$ cat config.mk
export PLATFORM = sky130hd
export DESIGN_NAME = frame_deserializer_flat
export DESIGN_NICKNAME = d
export VERILOG_FILES = /design/src/rtl/frame_deserializer_if.sv /design/src/rtl/frame_deserializer.sv /design/src/flat_wrapper.sv
export SDC_FILE = /design/constraint.sdc
export NUM_CORES = 1
export LEC_CHECK = 0
export CAP_MARGIN = 20
export CORE_UTILIZATION = 58
export DETAILED_ROUTE_END_ITERATION = 12
export HOLD_SLACK_MARGIN = 0.03
export PLACE_DENSITY = 0.84
export SLEW_MARGIN = 40
export SYNTH_ARGS = -nofsm -noshare
export SYNTH_HDL_FRONTEND = slang
export SYNTH_SLANG_ARGS = --single-unit
export TNS_END_PERCENT = 20
$ cat constraint.sdc
create_clock -name clk -period 5 [get_ports clk]
set_clock_uncertainty 0.15 [all_clocks]
set_input_delay 0.75 -clock clk [delete_from_list [all_inputs] [get_ports clk]]
set_output_delay 0.75 -clock clk [all_outputs]
set_load 0.01 [all_outputs]
$ cat src/rtl/frame_deserializer_if.sv
// ---------------------------------------------------------------------------
// frame_deserializer_if
// Bundles the serial input side and the parallel result side of
// frame_deserializer.
//   in_en      : bit qualifier; data_in is sampled only when high
//   data_in    : serial test stream
//   data_out   : last accepted payload word
//   data_valid : one-cycle strobe, data_out updated
//   locked     : high while a payload is being received after sync
//   parity_err : one-cycle strobe on a rejected frame (parity build only)
//   frame_cnt  : number of accepted frames, wraps
// Modports: master drives the stream and observes results; slave is the
// deserializer itself.
// ---------------------------------------------------------------------------
interface frame_deserializer_if #(
  parameter int unsigned DATA_W = 32,
  parameter int unsigned CNT_W  = 16
);
  logic              in_en;
  logic              data_in;
  logic [DATA_W-1:0] data_out;
  logic              data_valid;
  logic              locked;
  logic              parity_err;
  logic [CNT_W-1:0]  frame_cnt;

  modport master (
    output in_en, data_in,
    input  data_out, data_valid, locked, parity_err, frame_cnt
  );

  modport slave (
    input  in_en, data_in,
    output data_out, data_valid, locked, parity_err, frame_cnt
  );
endinterface

$ cat src/rtl/frame_deserializer.sv
// ---------------------------------------------------------------------------
// frame_deserializer
// Serial-to-parallel front end of the 3D layer self-test path. Hunts the
// serial stream for SYNC_PAT with a sliding bit-by-bit compare, then
// assembles the next DATA_W bits MSB-first into one word, strobing
// data_valid for one cycle and counting accepted frames.
//
// Ports:
//   clk   : test clock
//   rst_n : asynchronous active-low reset
//   bus   : frame_deserializer_if.slave (in_en, data_in, data_out,
//           data_valid, locked, parity_err, frame_cnt)
//
// Build option: define PARITY_CHK_EN to expect one even-parity bit after
// each payload; frames failing the check pulse parity_err instead of
// data_valid. Without it parity_err is tied low.
// ---------------------------------------------------------------------------
module frame_deserializer #(
  parameter int unsigned       DATA_W   = 32,
  parameter int unsigned       SYNC_W   = 8,
  parameter logic [SYNC_W-1:0] SYNC_PAT = 8'hA5,
  parameter int unsigned       CNT_W    = 16
) (
  input  logic                clk,
  input  logic                rst_n,
  frame_deserializer_if.slave bus
);

  localparam int unsigned     BIT_W    = (DATA_W > 1) ? $clog2(DATA_W) : 1;
  localparam logic [BIT_W-1:0] LAST_BIT = BIT_W'(DATA_W - 1);

  // Only the bits that can still reach a compare or the output are stored:
  // the sync register keeps SYNC_W-1 history bits (the live data_in completes
  // the window), and the data register keeps DATA_W-1 bits unless the word
  // must be held whole while the parity bit arrives.
`ifdef PARITY_CHK_EN
  localparam int unsigned DSR_W = DATA_W;
  typedef enum logic [1:0] {HUNT, RECV, PAR} state_t;
`else
  localparam int unsigned DSR_W = DATA_W - 1;
  typedef enum logic [0:0] {HUNT, RECV} state_t;
`endif

  state_t            state, state_n;
  logic [SYNC_W-2:0] sync_sr, sync_n;
  logic [DSR_W-1:0]  dsr, dsr_n;
  logic [BIT_W-1:0]  bit_cnt, bit_cnt_n;
  logic [DATA_W-1:0] data_out_r, data_out_n;
  logic              valid_r, valid_n;
  logic              locked_r, locked_n;
  logic [CNT_W-1:0]  frame_cnt_r, frame_cnt_n;
`ifdef PARITY_CHK_EN
  logic              perr_r, perr_n;
`endif

  logic [SYNC_W-1:0] sync_shift;
  logic [DATA_W-1:0] dsr_shift;
  logic              accept;
  logic [DATA_W-1:0] accept_word;

  assign sync_shift = {sync_sr, bus.data_in};
  assign dsr_shift  = {dsr[DATA_W-2:0], bus.data_in};

  always_ff @(posedge clk or negedge rst_n) begin
    if (!rst_n) begin
      state       <= HUNT;
      sync_sr     <= '0;
      dsr         <= '0;
      bit_cnt     <= '0;
      data_out_r  <= '0;
      valid_r     <= 1'b0;
      locked_r    <= 1'b0;
      frame_cnt_r <= '0;
`ifdef PARITY_CHK_EN
      perr_r      <= 1'b0;
`endif
    end else begin
      state       <= state_n;
      sync_sr     <= sync_n;
      dsr         <= dsr_n;
      bit_cnt     <= bit_cnt_n;
      data_out_r  <= data_out_n;
      valid_r     <= valid_n;
      locked_r    <= locked_n;
      frame_cnt_r <= frame_cnt_n;
`ifdef PARITY_CHK_EN
      perr_r      <= perr_n;
`endif
    end
  end

  always_comb begin
    state_n     = state;
    sync_n      = sync_sr;
    dsr_n       = dsr;
    bit_cnt_n   = bit_cnt;
    data_out_n  = data_out_r;
    valid_n     = 1'b0;
    frame_cnt_n = frame_cnt_r;
    accept      = 1'b0;
    accept_word = '0;
`ifdef PARITY_CHK_EN
    perr_n      = 1'b0;
`endif

    if (bus.in_en) begin
      case (state)
        HUNT: begin
          sync_n = sync_shift[SYNC_W-2:0];
          if (sync_shift == SYNC_PAT) begin
            state_n   = RECV;
            bit_cnt_n = '0;
          end
        end

        RECV: begin
          dsr_n     = dsr_shift[DSR_W-1:0];
          bit_cnt_n = bit_cnt + 1'b1;
          if (bit_cnt == LAST_BIT) begin
            bit_cnt_n = '0;
`ifdef PARITY_CHK_EN
            state_n   = PAR;
`else
            accept      = 1'b1;
            accept_word = dsr_shift;
            state_n     = HUNT;
            sync_n      = '0;
`endif
          end
        end

`ifdef PARITY_CHK_EN
        PAR: begin
          // Even parity: payload bits plus parity bit must XOR to zero.
          if (^{dsr, bus.data_in}) begin
            perr_n = 1'b1;
          end else begin
            accept      = 1'b1;
            accept_word = dsr;
          end
          state_n = HUNT;
          sync_n  = '0;
        end
`endif

        default: begin
          state_n = HUNT;
          sync_n  = '0;
        end
      endcase
    end

    if (accept) begin
      data_out_n  = accept_word;
      valid_n     = 1'b1;
      frame_cnt_n = frame_cnt_r + 1'b1;
    end

    locked_n = (state_n != HUNT);
  end

  assign bus.data_out   = data_out_r;
  assign bus.data_valid = valid_r;
  assign bus.locked     = locked_r;
  assign bus.frame_cnt  = frame_cnt_r;
`ifdef PARITY_CHK_EN
  assign bus.parity_err = perr_r;
`else
  assign bus.parity_err = 1'b0;
`endif

endmodule
$ cat src/flat_wrapper.sv
// flat-port wrapper written by rule: the top's interface ports become plain ports
module frame_deserializer_flat 
#(
  parameter int unsigned       DATA_W   = 32,
  parameter int unsigned       SYNC_W   = 8,
  parameter logic [SYNC_W-1:0] SYNC_PAT = 8'hA5,
  parameter int unsigned       CNT_W    = 16
)
  (clk, rst_n, bus_in_en, bus_data_in, bus_data_out, bus_data_valid, bus_locked, bus_parity_err, bus_frame_cnt);
  frame_deserializer_if #(.DATA_W(DATA_W), .CNT_W(CNT_W)) bus_i ();
  input  logic clk;
  input  logic rst_n;
  input wire logic [$bits(bus_i.in_en)-1:0] bus_in_en;
  input wire logic [$bits(bus_i.data_in)-1:0] bus_data_in;
  output wire logic [$bits(bus_i.data_out)-1:0] bus_data_out;
  output wire logic [$bits(bus_i.data_valid)-1:0] bus_data_valid;
  output wire logic [$bits(bus_i.locked)-1:0] bus_locked;
  output wire logic [$bits(bus_i.parity_err)-1:0] bus_parity_err;
  output wire logic [$bits(bus_i.frame_cnt)-1:0] bus_frame_cnt;
  assign bus_i.in_en = bus_in_en;
  assign bus_i.data_in = bus_data_in;
  assign bus_data_out = bus_i.data_out;
  assign bus_data_valid = bus_i.data_valid;
  assign bus_locked = bus_i.locked;
  assign bus_parity_err = bus_i.parity_err;
  assign bus_frame_cnt = bus_i.frame_cnt;
  frame_deserializer #(.DATA_W(DATA_W), .SYNC_W(SYNC_W), .SYNC_PAT(SYNC_PAT), .CNT_W(CNT_W)) u_core (.clk(clk), .rst_n(rst_n), .bus(bus_i));
endmodule
==> out/results.ini <==
[placement]
dp_cells = 432
placed_area_sq_um = 4320
pre_cts_ws_ps = 2220
post-dp-hpwl_microns = 4170
gp_congestion = 0.775
port_buffers = 53

[synthesis]
synthFlopType = dfrtp_1
yosysTopAreaCell = dfrtp_1
synth_xor_area_share_pct = 3.49
synthMuxAreaShare_pct = 9.80
synth_cell_type_count = 34
synth.top_cell.area_share_pct = 61.8
yosysMostFrequentCell = dfrtp_1
synth_edf_count = 0
synth_compound_area_share_pct = 3.39
yosys-top-cells-count = dfrtp_1 (93), nand2_1 (76), nand3_1 (40)
yosysSeqAreaShare_pct = 61.8
synth-simple-area-share_pct = 17.6
synth_top_family_by_area = simple AND/OR/NAND/NOR gates
avgSynthCellArea_sq_um = 11.8
synth_area_sq_um = 3770
syn_nets = 328
async_flop_share_pct = 100
synth_seq_cells = 93
synthAdderAreaFrac_pct = 1.33
synthTopCellsByArea = dfrtp_1 (62%), mux2_2 (9.3%), nand2_1 (7.6%)
yosysWarnings = 0
syn-instance-count = 320

[route]
vias_per_cell = 5.56
dr.pass1.iters = 4
wire_per_inst_microns = 15.0
drt_iter0_drc = 168
drtAntennaViolNets = 0
drc = 0
vias = 2492
drt-total-wl_microns = 6730

[timing]
holdWs_ps = 282
slew_viol_final = 0
finalSetupViolCount = 0
tns_ps = 0
rsz0062_at_grt = false
min_period_ps = 2410
worst_pin_slew_ps = 698
slew_headroom_pct = 53.4
fmax_ghz = 0.416
setup_ws_ps = 2590
fin_crit_sh_pct = 48.1
finalHoldViolCount = 0

[critical_path]
critPathBufInv = 2
required_ps = 5090
crit_arrival_ps = 2500
path_class = in2reg
cp_slowest_cell = clkdlybuf4s50_1
path_max_fanout = 39
critPathMaxStageDelay_ps = 640
end_kind = register
cp_cell_sequence = clkdlybuf4s50_1 > nand3_2 > buf_4 > nor3_2 > nand4_1 > xnor2_1
start_kind = input pin
cp_top_family = buffers and inverters

[layout]
drive_gt1_share_pct = 15.8
fin_cells = 448
multi_input_area_sq_um = 1350
synthToLayoutAreaGrowth_pct = 20.3
finalInstanceArea_sq_um = 4530
post-route-util_pct = 74.3
fillers = 429
antenna_cells = 0
seqCellArea_sq_um = 2330
nets = 376

[pwr]
p_leak_nw = 2.26
p_int_mw = 1.11
p_sw_share_pct = 23.4
switching_power_mw = 0.338
power_mw = 1.45
clockPowerShare_pct = 35.7
seq_power_share_pct = 58.0
share_comb_of_total_power_pct = 6.3
ir_drop_uv = 265
powerDensity_nw_per_um2 = 319

[grt]
grt.total_usage_pct = 21.8
antenna_found_initial = 0
grt_pass1_vias = 2294
grt_max_degree = 94
grt_pass1_wl_microns = 10900
grt-ovfl-total = 0

[clocking]
cts_buffers = 9
post_cts_resized = 0
cts-htree-levels = 3
cts_hold_buf = 0
cts_max_path_buffers = 2
cts.clk_slew.worst_paths_ps = 90
cts_root_buf = clkbuf_8
numClockSinks = 93
post_cts_buffers = 0
tritoncts = yes
clk_latency_ps = 360

[run]
maxCapViolations = 0

[floorplan]
ios = 55
dieHeight_microns = 82.6
core_sq_um = 6100
start_util_pct = 61.8
row_count = 28
dieArea_sq_um = 6820
die_w_microns = 82.6

[worst_hold_path]
hp-class = in2async

[run_status]
outcome = complete, no violations

cell type report:
cell class | count | area share (%)
inverters | 1 | 0.110
multi-input cells | 208 | 29.7
clock buffers | 11 | 3.34
clock inverters | 5 | 1.24
flip-flops and latches | 93 | 51.4
well taps | 75 | 2.07
repair buffers | 55 | 12.1
worst reg2reg max path: stages, from the launching register on:
cell	delay, ps
dfrtp_1	390
ha_1	210
and3_1	190
ha_1	190
nand3_2	90
buf_4	280
nor3_2	380
nand4_1	160
xnor2_1	150
power by group through the flow:
stage	sequential [mW]	combinational, mW	clock [mW]
CTS	0.836	0.0944	0.529
global placement	0.849	0.0895	0
floorplan	0.840	0.0688	0
detailed placement	0.852	0.0938	0
finish	0.838	0.0918	0.516
global route	0.845	0.101	0.559
sequential cells by signal (all words and copies together), names as in the netlist:
name and flops:
u_core.bus.data_valid 1, u_core.dsr 31, u_core.sync_sr 7, u_core.bus.frame_cnt 16, u_core.state 1, u_core.bus.data_out 32
u_core.bit_cnt 5
path summary, 6_finish.rpt:
| check | start | end | slack, ps | cells after the start |
|---|---|---|---|---|
| worst max-delay path | bus_in_en | u_core.bus.frame_cnt[13] | 2590 | 6 |
| worst min-delay path | rst_n | u_core.sync_sr[3] | 280 | 1 |
| worst max register to register | u_core.bit_cnt[0] | u_core.bus.frame_cnt[13] | 2700 | 8 |
| worst min register to register | u_core.bus.data_out[13] | u_core.bus.data_out[13] | 320 | 2 |
| max in group asynchronous | rst_n | u_core.bus.frame_cnt[10] | 3930 | 1 |
| min in group clk | u_core.bus.data_out[13] | u_core.bus.data_out[13] | 320 | 2 |
layer usage:
layer	vias up	GRT usage [%]	routed length, microns
met1	1244	29.3	3140
li1	1177	-	-
met2	64	34.4	3180
met5	-	0	0
met3	7	4.40	312
met4	0	10.2	102
cell families after synthesis:
group / after synthesis
adder cells (fa/ha/maj): 4
multiplexers: 33
other: 1
buffers and inverters: 19
AND/OR/NAND/NOR: 142
XOR/XNOR: 15
flip-flops: 93
AO/OA/AOI/OAI: 13
cell usage in the layout (no fill, tap or decap), types with 3 or more instances in the layout:
cell	instances
dfrtp_1	93
nand2_1	76
clkdlybuf4s50_1	52
nand3_1	40
mux2_2	31
clkbuf_8	12
xnor2_1	11
a22o_1	7
nand2b_1	4
nor2_1	4
xor2_1	4
clkinv_2	3
nand4_1	3
ha_1	3
No activity file was read; power rests on OpenSTA's default activity.
